## src/rtl/uart_pkg.sv

```systemverilog
// uart_pkg
// Shared definitions for the UART receiver slice.
//   rx_state_t  : receiver FSM state encoding
//   PARITY_*    : parity-mode constants for the PARITY parameter
//   cnt_width() : counter width needed to hold 0..max_count-1
package uart_pkg;

  typedef enum logic [2:0] {
    ST_IDLE,
    ST_START,
    ST_DATA,
    ST_PARITY,
    ST_STOP,
    ST_WAIT_IDLE
  } rx_state_t;

  localparam int PARITY_NONE = 0;
  localparam int PARITY_EVEN = 1;
  localparam int PARITY_ODD  = 2;

  // Width of a counter that counts 0..max_count-1; never narrower than 1 bit.
  function automatic int cnt_width(input int max_count);
    return (max_count > 1) ? $clog2(max_count) : 1;
  endfunction

endpackage

```

## src/rtl/uart_baud_tick.sv

```systemverilog
// uart_baud_tick
// Oversample tick generator: pulses tick for one cycle every DIV clk cycles.
// Ports:
//   clk     : clock
//   rst     : synchronous active-high reset
//   restart : forces the divider back to 0 so the first tick lands DIV cycles later
//   tick    : one-cycle oversample strobe
module uart_baud_tick
  import uart_pkg::*;
#(
  parameter int DIV = 27
) (
  input  logic clk,
  input  logic rst,
  input  logic restart,
  output logic tick
);

  localparam int             CNT_W = cnt_width(DIV);
  localparam logic [CNT_W-1:0] LAST = CNT_W'(DIV - 1);

  logic [CNT_W-1:0] cnt;

  always_ff @(posedge clk) begin
    if (rst || restart) begin
      cnt <= '0;
    end else if (cnt == LAST) begin
      cnt <= '0;
    end else begin
      cnt <= cnt + 1'b1;
    end
  end

  assign tick = (cnt == LAST);

endmodule

```

## src/rtl/uart_rx_param.sv

```systemverilog
// uart_rx_param
// Parameterised UART receiver with oversampled mid-bit sampling, optional
// parity, 1 or 2 checked stop bits, break recovery and a valid/ready output.
// Ports:
//   clk        : sole clock
//   rst        : synchronous active-high reset
//   rxd        : asynchronous serial line, idle high, LSB first
//   rx_ready   : consumer accepts the held word
//   rx_data    : received word (keeps its value after the handshake)
//   rx_valid   : rx_data and flags valid, held until rx_valid && rx_ready
//   parity_err : parity mismatch on the held word
//   frame_err  : a stop bit sampled low on the held word
//   overrun    : one-cycle pulse when a completed frame is dropped
module uart_rx_param
  import uart_pkg::*;
#(
  parameter int DIV       = 27,
  parameter int OVS       = 16,
  parameter int DATA_BITS = 8,
  parameter int PARITY    = 0,
  parameter int STOP_BITS = 1
) (
  input  logic                 clk,
  input  logic                 rst,
  input  logic                 rxd,
  input  logic                 rx_ready,
  output logic [DATA_BITS-1:0] rx_data,
  output logic                 rx_valid,
  output logic                 parity_err,
  output logic                 frame_err,
  output logic                 overrun
);

  localparam int               OVS_W     = cnt_width(OVS);
  localparam int               BIT_W     = cnt_width(DATA_BITS);
  localparam logic [OVS_W-1:0] OVS_LAST  = OVS_W'(OVS - 1);
  localparam logic [OVS_W-1:0] OVS_MID   = OVS_W'(OVS / 2 - 1);
  localparam logic [BIT_W-1:0] DATA_LAST = BIT_W'(DATA_BITS - 1);
  localparam logic [BIT_W-1:0] STOP_LAST = BIT_W'(STOP_BITS - 1);

  logic [1:0]           sync_q;
  logic                 rxs;
  logic                 tick;
  logic                 restart;
  logic                 bit_sample;
  logic                 stop_bad_now;
  rx_state_t            state;
  logic [OVS_W-1:0]     ovs_cnt;
  logic [BIT_W-1:0]     bit_cnt;
  logic [DATA_BITS-1:0] shreg;
  logic                 par_bad;
  logic                 stop_bad;

  // Two-flop synchronizer; resets to the idle-high level so reset never
  // looks like a start bit.
  // NOTE: clocked state always uses non-blocking assignments so every flop
  // samples the pre-edge value of the others, matching real hardware.
  always_ff @(posedge clk) begin
    if (rst) begin
      sync_q <= 2'b11;
    end else begin
      sync_q <= {sync_q[0], rxd};
    end
  end

  assign rxs = sync_q[1];

  // The divider is realigned to the falling edge of the start bit so that
  // samples land at the middle of each bit.
  assign restart = (state == ST_IDLE) && !rxs;

  uart_baud_tick #(
    .DIV(DIV)
  ) u_baud_tick (
    .clk    (clk),
    .rst    (rst),
    .restart(restart),
    .tick   (tick)
  );

  // Full-bit sample point: OVS ticks after the previous sample.
  assign bit_sample   = tick && (ovs_cnt == OVS_LAST);
  assign stop_bad_now = stop_bad || !rxs;

  // NOTE: the shift register is deliberately left without reset: every bit is
  // overwritten by the data samples before the word can be loaded to rx_data.
  always_ff @(posedge clk) begin
    if (state == ST_DATA && bit_sample) begin
      shreg <= {rxs, shreg[DATA_BITS-1:1]};
    end
  end

  always_ff @(posedge clk) begin
    if (rst) begin
      state      <= ST_IDLE;
      ovs_cnt    <= '0;
      bit_cnt    <= '0;
      par_bad    <= 1'b0;
      stop_bad   <= 1'b0;
      rx_data    <= '0;
      rx_valid   <= 1'b0;
      parity_err <= 1'b0;
      frame_err  <= 1'b0;
      overrun    <= 1'b0;
    end else begin
      overrun <= 1'b0;

      // Handshake clears the word; a frame completing in the same cycle
      // overrides this below, so the new word loads without an overrun.
      if (rx_valid && rx_ready) begin
        rx_valid   <= 1'b0;
        parity_err <= 1'b0;
        frame_err  <= 1'b0;
      end

      case (state)
        ST_IDLE: begin
          ovs_cnt  <= '0;
          bit_cnt  <= '0;
          par_bad  <= 1'b0;
          stop_bad <= 1'b0;
          if (!rxs) begin
            state <= ST_START;
          end
        end

        // Confirm the start bit at its midpoint; a high sample is a glitch.
        ST_START: begin
          if (tick) begin
            if (ovs_cnt == OVS_MID) begin
              ovs_cnt <= '0;
              state   <= rxs ? ST_IDLE : ST_DATA;
            end else begin
              ovs_cnt <= ovs_cnt + 1'b1;
            end
          end
        end

        ST_DATA: begin
          if (tick) begin
            if (bit_sample) begin
              ovs_cnt <= '0;
              if (bit_cnt == DATA_LAST) begin
                bit_cnt <= '0;
                state   <= (PARITY != PARITY_NONE) ? ST_PARITY : ST_STOP;
              end else begin
                bit_cnt <= bit_cnt + 1'b1;
              end
            end else begin
              ovs_cnt <= ovs_cnt + 1'b1;
            end
          end
        end

        // XOR of data and parity bit is 0 for even mode, 1 for odd mode.
        ST_PARITY: begin
          if (tick) begin
            if (bit_sample) begin
              ovs_cnt <= '0;
              par_bad <= (^shreg ^ rxs) ^ (PARITY == PARITY_ODD);
              state   <= ST_STOP;
            end else begin
              ovs_cnt <= ovs_cnt + 1'b1;
            end
          end
        end

        ST_STOP: begin
          if (tick) begin
            if (bit_sample) begin
              ovs_cnt <= '0;
              if (bit_cnt == STOP_LAST) begin
                bit_cnt <= '0;
                state   <= stop_bad_now ? ST_WAIT_IDLE : ST_IDLE;
                if (!rx_valid || rx_ready) begin
                  rx_data    <= shreg;
                  rx_valid   <= 1'b1;
                  parity_err <= par_bad;
                  frame_err  <= stop_bad_now;
                end else begin
                  overrun <= 1'b1;
                end
              end else begin
                bit_cnt  <= bit_cnt + 1'b1;
                stop_bad <= stop_bad_now;
              end
            end else begin
              ovs_cnt <= ovs_cnt + 1'b1;
            end
          end
        end

        // Break recovery: wait for OVS consecutive high ticks; any low level
        // restarts the count so a held-low line never re-triggers a frame.
        ST_WAIT_IDLE: begin
          if (!rxs) begin
            ovs_cnt <= '0;
          end else if (tick) begin
            if (ovs_cnt == OVS_LAST) begin
              ovs_cnt <= '0;
              state   <= ST_IDLE;
            end else begin
              ovs_cnt <= ovs_cnt + 1'b1;
            end
          end
        end

        default: state <= ST_IDLE;
      endcase
    end
  end

endmodule

```

## config.mk

```make
export PLATFORM = sky130hd
export DESIGN_NAME = uart_rx_param
export DESIGN_NICKNAME = d
export VERILOG_FILES = /design/src/rtl/uart_pkg.sv /design/src/rtl/uart_baud_tick.sv /design/src/rtl/uart_rx_param.sv
export SDC_FILE = /design/constraint.sdc
export NUM_CORES = 1
export LEC_CHECK = 0
export ABC_AREA = 1
export BUFFER_PORTS_ARGS = -buffer_cell sky130_fd_sc_hd__buf_2
export CAP_MARGIN = 20
export CORE_ASPECT_RATIO = 0.9
export CORE_MARGIN = 1.5
export CORE_UTILIZATION = 63
export DETAILED_ROUTE_END_ITERATION = 7
export GPL_ROUTABILITY_DRIVEN = 1
export GPL_TIMING_DRIVEN = 0
export PLACE_DENSITY = 0.83
export SLEW_MARGIN = 20
export SYNTH_ARGS = -nofsm -noshare
export SYNTH_HDL_FRONTEND = slang
export SYNTH_SLANG_ARGS = --single-unit
```

## constraint.sdc

```tcl
create_clock -name clk -period 4.3 [get_ports clk]
set_clock_uncertainty 0.05 [all_clocks]
set_input_delay 0.86 -clock clk [delete_from_list [all_inputs] [get_ports clk]]
set_output_delay 0.86 -clock clk [all_outputs]
set_load 0.05 [all_outputs]
```

Yosys cells after proc, flatten, opt, wreduce, memory -nomap -nowiden --
Index checks and enable logic that the tools add are counted.
Word-level totals: bits in registers 39, logic and storage cells 130, input bits 4, output and inout bits 12
Operators by class: bitwise gates (word level) 5, eq/ne operators 26, add/sub/neg operators 3, muxes and demuxes 58, reduce and logical (&&, ||, !) cells 25
Operator list (count):
- 2-to-1 mux 3 bit | 21
- 2-to-1 mux 4 bit | 7
- != test 2 bit (second input constant) | 14
- 2-to-1 mux 1 bit | 24
- one-hot mux 3 bit (6 select lines) | 1
- one-hot mux 4 bit (4 select lines) | 1
- AND reduction 14 bit | 1
- AND reduction 5 bit | 2
- == test 3 bit (second input constant) | 3
- one-hot mux 3 bit (3 select lines) | 1
- AND reduction 4 bit | 2
- XOR reduction 8 bit | 1
- == test 3 x 2 -> 1 bit (second input constant) | 2
- zero test 3 bit | 2
- adder 5 x 1 -> 5 bit (second input constant) | 1
- == test 5 bit (second input constant) | 1
- OR reduction 5 bit | 1
- adder 4 x 1 -> 4 bit (second input constant) | 1
- == test 4 x 3 -> 1 bit (second input constant) | 1
- == test 4 bit (second input constant) | 1
- logical AND 1 bit | 4
- != test 2 x 1 -> 1 bit (second input constant) | 2
- inverter 1 bit | 4
- one-hot mux 1 bit (2 select lines) | 2
- 13 further kinds | 17

Logic depth before layout (Yosys ltp) --
Gate-level depths: netlist of run 1.
word-level depth 7, mapped depth 12, depth with buffers taken out 12

By module --
A second synthesis of run 1 with hierarchy kept.
Second synthesis, totals: cells, all modules 305, area, all modules 2117.0 um^2
By module, submodules not included:
- uart_rx_param | times used 1, seq. area each 760.7 um^2, cells an instance 272, area each 1866.8 um^2
- uart_baud_tick | times used 1, seq. area each 100.1 um^2, cells an instance 33, area each 250.2 um^2

Least setup slack after synthesis of run 1 --
OpenSTA, ideal clock, no wires.
kind in2reg, start input port rx_ready, end register rx_data[4], arrival time 1510 ps, library setup time 116 ps, slack 2624 ps, required time 4134 ps, path buffers 1, stages 5, cell sequence nor2_1 nor2_4 buf_6 o21ai_2 a21oi_2
Between the ends: longest elaborated chain between the ends 2
RTL lines:
- from (decl) | RTL line uart_rx_param.sv:26 | input logic rx_ready,
- logical OR 1 bit | RTL line uart_rx_param.sv:175 | if (!rx_valid || rx_ready) begin
- AND reduction 5 bit (no line)
- to (signal assigned) | RTL line uart_rx_param.sv:176 | rx_data <= shreg;
- to (decl) | RTL line uart_rx_param.sv:27 | output logic [DATA_BITS-1:0] rx_data,
Every way passes these cells. A chain may end at the register's enable or synchronous reset.

Worst setup path after layout of run 1 --
start register rx_data[1], end output port rx_data[1]
No word-level cell between the ends.

==> results.cfg, run 1 <==
[critical_path]
r2r_slack_ps = 2480
crit_path_end_kind = output pin
startpoint_type = register
reg2reg_to = shreg[6]
regToRegStartpoint = ovs_cnt[0]
crit_chain = buf_2
cp_data_arrival_time_ps = 1000
rr_worst_depth = 5
cp_max_fo = 2
crit_path_max_incr_delay_ps = 380
critPathBufInv = 1
cp_top_family = flip-flops
required_ps = 3390
critPathSlowestCell = dfxtp_1
crit_type = register to output pin

[clocking]
htreeDepth = 2
insertion_delay_ps = 360
cts_buffers = 5
cts-root-buf = clkbuf_4
cts_setup_buffers = 0
cts_sinks = 39
path_clk_slew_ps = 120
cts_resized = 0
cts_tree = built
hold_buffers = 0
cts_buffer_depth = 2

[floorplan]
start_util_pct = 65.7
die_y_um = 56.2
rows = 19
dieArea_um2 = 3490
io_pins = 16
core_region_area_um2 = 3020
fp.dieW_um = 62.1

[route]
top_layer = met4
drc = 0
wl_met1_mm = 1.85
wl_met3_um = 205
wl_per_cell_um = 11.5
antenna_left = 0
vias = 1721
first_pass_iters = 4
first_iter_violations = 138
wl_met2_mm = 1.80
vias_per_cell = 5.08
routed_wl_mm = 3.91

[sta]
holdWs_ps = 381
slew_headroom_pct = 57.3
min_period_over_period_pct = 44.5
setup_viol = 0
hold_violations = 0
worst_pin_slew_ps = 638
min_period_ps = 1910
fin_tns_setup_ps = 0
max_clock_freq_mhz = 523
slew_viol_final = 0
rsz0062_at_grt = no

[power]
switching_share_pct = 41.6
power_frac_seq_pct = 37.4
power.total_uw = 1190
total_leakage_power_uw = 0.00112
pwr-share-comb_pct = 41.7
p_sw_uw = 495
irDropWorstVdd_uv = 508
p_per_area_nw_per_um2 = 543
p_int_uw = 694
clkPwrFrac_pct = 21.0

[cells_and_area]
layout_commonest_cell = nand2_1
drive_gt1_share_pct = 16.5
nets = 306
antenna_cells = 0
area_growth_syn_to_layout_pct = 10.5
num-fill-cells = 256
final_cell_mix = nand2_1 (73), nor2_1 (39), inv_1 (34)

[synth]
ys_seq_area_share_pct = 43.4
synthArstFlopShare_pct = 0
synth_enable_flop_cells = 8
synth_cell_type_count = 26
synth_fp_nets = 284
syn_inst = 274
yosys_warnings = 0
synth_flop_cell = dfxtp_1
syn_area_per_cell_um2 = 7.24
synth_area_um2 = 1980
synth_seq_cells = 39

[min_path]
whs_endpoint = sync_q[1]
hold_depth = 1
min_from = sync_q[0]
hold_path.class = register to register

[global_route]
grt_max_degree = 14
grt_pass1_wl_mm = 7.09
track_usage_pct = 25.6
antenna_found_initial = 0
gr-total-overflow = 0
first_global_vias = 1657

[place]
routabilityCongestion = 0.922
portBuffers = 15
hpwlAfterDp_mm = 2.89

[flow_run]
max-cap-violations = 0

[outcome]
status = completed
==> cell type report <==
class	count	area (um2)	area share (%)
Multi-Input combinational cell	193	955	43.6
Inverter	39	146	6.68
Tap cell	42	52.6	2.40
Clock buffer	5	37.5	1.71
Timing Repair Buffer	15	75.1	3.42
Sequential cell	39	861	39.3
Clock inverter	3	43.8	2.00
Buffer	3	21.3	0.970
==> logic make-up after synthesis <==
group / synth area share (%)
simple gates: 32.0
fa+ha+maj: 3.79
flops: 43.4
compound gates: 11.0
xor+xnor: 1.33
buf+inv: 8.45
==> layer usage <==
layer	GRT usage [%]	vias up
met1	33.4	759
met5	0	-
met2	41.0	46
li1	-	910
met4	12.1	0
met3	5.47	6
==> registers in the layout, indices dropped and copies added, names as in the netlist <==
| signal | flops |
|---|---|
| rx_data | 8 |
| overrun | 1 |
| ovs_cnt | 4 |
| sync_q | 2 |
| u_baud_tick.cnt | 5 |
| par_bad | 1 |
| stop_bad | 1 |
| rx_valid | 1 |
| state | 3 |
| bit_cnt | 3 |
| frame_err | 1 |
| shreg | 8 |
| parity_err | 1 |
==> cells in the mapped netlist, types with 2 or more instances <==
master | count | area (um2)
nand2_1 | 73 | 274
nor2_1 | 39 | 146
inv_1 | 34 | 128
dfxtp_1 | 31 | 621
a21oi_1 | 16 | 80.1
nand3_1 | 16 | 80.1
o21ai_0 | 14 | 70.1
edfxtp_1 | 8 | 240
ha_1 | 6 | 75.1
inv_2 | 5 | 18.8
nand2_2 | 4 | 25.0
nor3_1 | 4 | 20.0
o21ai_2 | 4 | 35.0
xor2_1 | 3 | 26.3
buf_2 | 2 | 10.0
nand3b_1 | 2 | 15.0
nor2_2 | 2 | 12.5
nor2_4 | 2 | 22.5
or2_2 | 2 | 12.5
==> per-stage QoR <==
stage	setup WS (ps)	util, %	cell area [um2]	instances
global route	2340	72.6	2190	339
finish	2390	72.6	2190	339
CTS	2380	72.6	2190	339
detailed placement	2390	69.9	2110	331
global placement	2390	69.9	2110	331
floorplan	2620	-	1980	274
==> how the worst max path moves through the flow <==
stage	startpoint	slack [ps]	to	cells past startpoint
global route	rx_data[1]	2340	rx_data[1]	1
global placement	rx_ready	2390	rx_data[4]	6
CTS	rx_data[1]	2380	rx_data[1]	1
floorplan	rx_ready	2620	rx_data[4]	5
detailed placement	rx_ready	2390	rx_data[1]	6
finish	rx_data[1]	2390	rx_data[1]	1
==> power by group through the flow <==
| stage | Clock (uW) | Sequential, uW | Combinational (uW) |
|---|---|---|---|
| 2_1_floorplan | 0 | 444 | 405 |
| 3_3_place_gp | 0 | 451 | 474 |
| 3_5_place_dp | 0 | 452 | 483 |
| 4_1_cts | 254 | 444 | 489 |
| 5_1_grt | 270 | 450 | 576 |
| 6_report | 249 | 444 | 496 |
(Power assumes the default switching activity.)
==> run 2: changes to the inputs <==
--- a/config.mk
+++ b/config.mk
@@ -5,16 +5,16 @@
 export SDC_FILE = /design/constraint.sdc
 export NUM_CORES = 1
 export LEC_CHECK = 0
-export ABC_AREA = 1
+export ABC_AREA = 0
 export BUFFER_PORTS_ARGS = -buffer_cell sky130_fd_sc_hd__buf_2
 export CAP_MARGIN = 20
 export CORE_ASPECT_RATIO = 0.9
 export CORE_MARGIN = 1.5
-export CORE_UTILIZATION = 63
+export CORE_UTILIZATION = 53
 export DETAILED_ROUTE_END_ITERATION = 7
 export GPL_ROUTABILITY_DRIVEN = 1
 export GPL_TIMING_DRIVEN = 0
-export PLACE_DENSITY = 0.83
+export PLACE_DENSITY = 0.75
 export SLEW_MARGIN = 20
 export SYNTH_ARGS = -nofsm -noshare
 export SYNTH_HDL_FRONTEND = slang
==> constraint.sdc (replaced) <==
create_clock -name clk -period 1.66 [get_ports clk]
set_clock_uncertainty 0.05 [all_clocks]
set_input_delay 0.332 -clock clk [delete_from_list [all_inputs] [get_ports clk]]
set_output_delay 0.332 -clock clk [all_outputs]
set_load 0.05 [all_outputs]
==> run 2 against run 1 <==
Compared with the run above:
- the flow now finishes with violations (setup timing)
- combinational power grew 60%
- highest routed layer unchanged
- critical path type is now register to register
- synthesized area shrank 4.4%
- cell count shrank 11%
- largest cell class unchanged
- count of clock-buffer cells in the layout grew 1
- critical endpoint is now bit_cnt[2]
==> results.cfg, run 2 <==
[sta]
rsz0062_at_grt = yes
hold_violations = 0
holdWs_ps = 173
slew_headroom_pct = 54.3
min_period_over_period_pct = 119
max_clock_freq_mhz = 507
min_period_ps = 1970
slew_viol_final = 0
worst_pin_slew_ps = 685
setup_viol = 30
worst_slack_ps = -312

[floorplan]
core_region_area_um2 = 3400
die_y_um = 59.7
io_pins = 16
dieArea_um2 = 3940
rows = 20
start_util_pct = 55.7
fp.dieW_um = 66.0

[critical_path]
critPathBufInv = 1
cp_max_fo = 6
required_ps = 1840
critPathSlowestCell = or4b_4
cp.depth = 7
crit_type = register to register
rr_worst_depth = 7
crit_path_end_kind = register
crit_path_max_incr_delay_ps = 490
startpoint_type = register
crit_chain = inv_2 > ha_4 > nand4b_4 > or2_4 > maj3_2 > or4b_4 > a21oi_2
cp_data_arrival_time_ps = 2160
cp_top_family = simple AND/OR/NAND/NOR gates

[cells_and_area]
drive_gt1_share_pct = 43.8
num-fill-cells = 201
nets = 267
top_regs = rx_data x8, shreg x8, u_baud_tick.cnt x5
layout_commonest_cell = dfxtp_1
antenna_cells = 0
multiInputGateArea_um2 = 1220
area_growth_syn_to_layout_pct = 40.7
final_cell_mix = dfxtp_1 (25), buf_4 (21), nor2_1 (15), buf_2 (15), a21oi_1 (13)
seq_area_um2 = 878
instances_no_fill = 302

[place]
numPlacedInstances = 265
place_worst_setup_slack_ps = -431
portBuffers = 15
hpwlAfterDp_mm = 2.69
routabilityCongestion = 0.831

[synth]
synth-adder-area-share_pct = 4.55
synth-simple-area-share_pct = 24.6
synthTopCellsByArea = dfxtp_1 (33%), edfxtp_1 (13%), a21oi_1 (6.1%)
syn_inst = 206
ys_seq_area_share_pct = 45.4
yosys_warnings = 0
synth_seq_cells = 39
syn_area_per_cell_um2 = 9.20
synth_area_um2 = 1900
synth_enable_flop_cells = 8
synth_most_common_cell = dfxtp_1
synth_flop_cell = dfxtp_1
synth_cell_type_count = 45
synth_top_cell_area_share_pct = 32.7
synthXorXnorAreaFrac_pct = 5.81
synthArstFlopShare_pct = 0
synth_common_cells = dfxtp_1 (31), a21oi_1 (23), nor2_1 (17), nand3_1 (16), nand2_1 (14)
yosysTopAreaCell = dfxtp_1
synth-compound-area-share_pct = 15.1
synthMuxAreaShare_pct = 0.528
synth_top_family_by_area = simple AND/OR/NAND/NOR gates
synth_fp_nets = 216

[global_route]
gr-total-overflow = 0
grt_max_degree = 13
antenna_found_initial = 0
track_usage_pct = 24.1
first_global_vias = 1518
grt_pass1_wl_mm = 7.08

[power]
irDropWorstVdd_uv = 814
p_sw_uw = 816
power_frac_seq_pct = 42.7
p_per_area_nw_per_um2 = 937
p_int_uw = 1680
pwr-share-comb_pct = 31.9
clkPwrFrac_pct = 25.4
total_leakage_power_uw = 0.00102
switching_share_pct = 32.7

[clocking]
path_clk_slew_ps = 80
insertion_delay_ps = 300
cts_tree = built
cts_buffers = 5
cts_buffer_depth = 2
hold_buffers = 0
htreeDepth = 2
cts_sinks = 39
cts-root-buf = clkbuf_8

[route]
drc = 0
first_pass_iters = 4
routed_wl_mm = 4.92
first_iter_violations = 115
vias_per_cell = 5.77
wl_per_cell_um = 16.3
antenna_left = 0
vias = 1742

[outcome]
violations = setup timing
status = complete, but fails checks

[flow_run]
max-cap-violations = 0

[min_path]
hold_path.class = input port to register
hold_depth = 2
## run 2: power groups by stage
stage	Clock, uW	Sequential, uW	Combinational [uW]
2_1_floorplan	0	1060	446
3_3_place_gp	0	1070	550
3_5_place_dp	0	1070	554
4_1_cts	645	1050	678
5_1_grt	705	1070	881
6_report	636	1070	796
## run 2: stage by stage
| step | cell area (um2) | utilization (%) | power (uW) | setup TNS (ps) |
|---|---|---|---|---|
| after global routing | 2670 | 78.3 | 2660 | -8160 |
| after global placement | 2080 | 61.0 | 1620 | -7340 |
| after floorplan | 1950 | - | 1510 | -2470 |
| after detailed placement | 2080 | 61.0 | 1630 | -8010 |
| after CTS | 2390 | 70.2 | 2380 | -3920 |
| final | 2670 | 78.3 | 2500 | -6280 |
## run 2: final cells by class
cell class                 count  share of cell area [%]
multi-input combinational    148                    45.9
sequential                    39                    32.9
timing repair buffer          45                    12.9
clock buffer                   6                    2.72
tap                           44                    2.06
buffer                         9                    1.74
inverter                       9                    1.27
clock inverter                 2                   0.469
## run 2: path summary, 6_finish.rpt
kind / startpoint / to / slack [ps]
min reg2reg: sync_q[0] / sync_q[1] / 360
min: rxd / sync_q[0] / 170
max: u_baud_tick.cnt[0] / bit_cnt[2] / -310
max reg2reg: u_baud_tick.cnt[0] / bit_cnt[2] / -310
## run 2: per-layer routing
layer	global-route usage, %	wire length [um]	vias up
met2	39.1	2480	63
li1	-	-	843
met3	7.91	248	9
met4	5.54	63	0
met1	31.7	2120	827
met5	0	0	-
## run 2: cell families after synthesis
kind of cell,after synthesis
adders and majority gates,7
muxes,1
AOI/OAI and AO/OA,46
xor gates and xnor gates,11
buffers and inverters,19
and+or+nand+nor,83
DFF,39
## run 2: worst reg2reg max path, cell delays in order, from the launching register on
cell      delay [ps]
dfxtp_2          320
inv_2             50
ha_4             130
nand4b_4         110
or2_4            280
maj3_2           360
or4b_4           490
a21oi_2          120
## run 2: repair_timing
| action | CTS | global route |
|---|---|---|
| setup endpoints to repair | 30 | 31 |
| gates resized for setup | 26 | 49 |
| setup buffers | 17 | 14 |
| pin swaps | 15 | 19 |
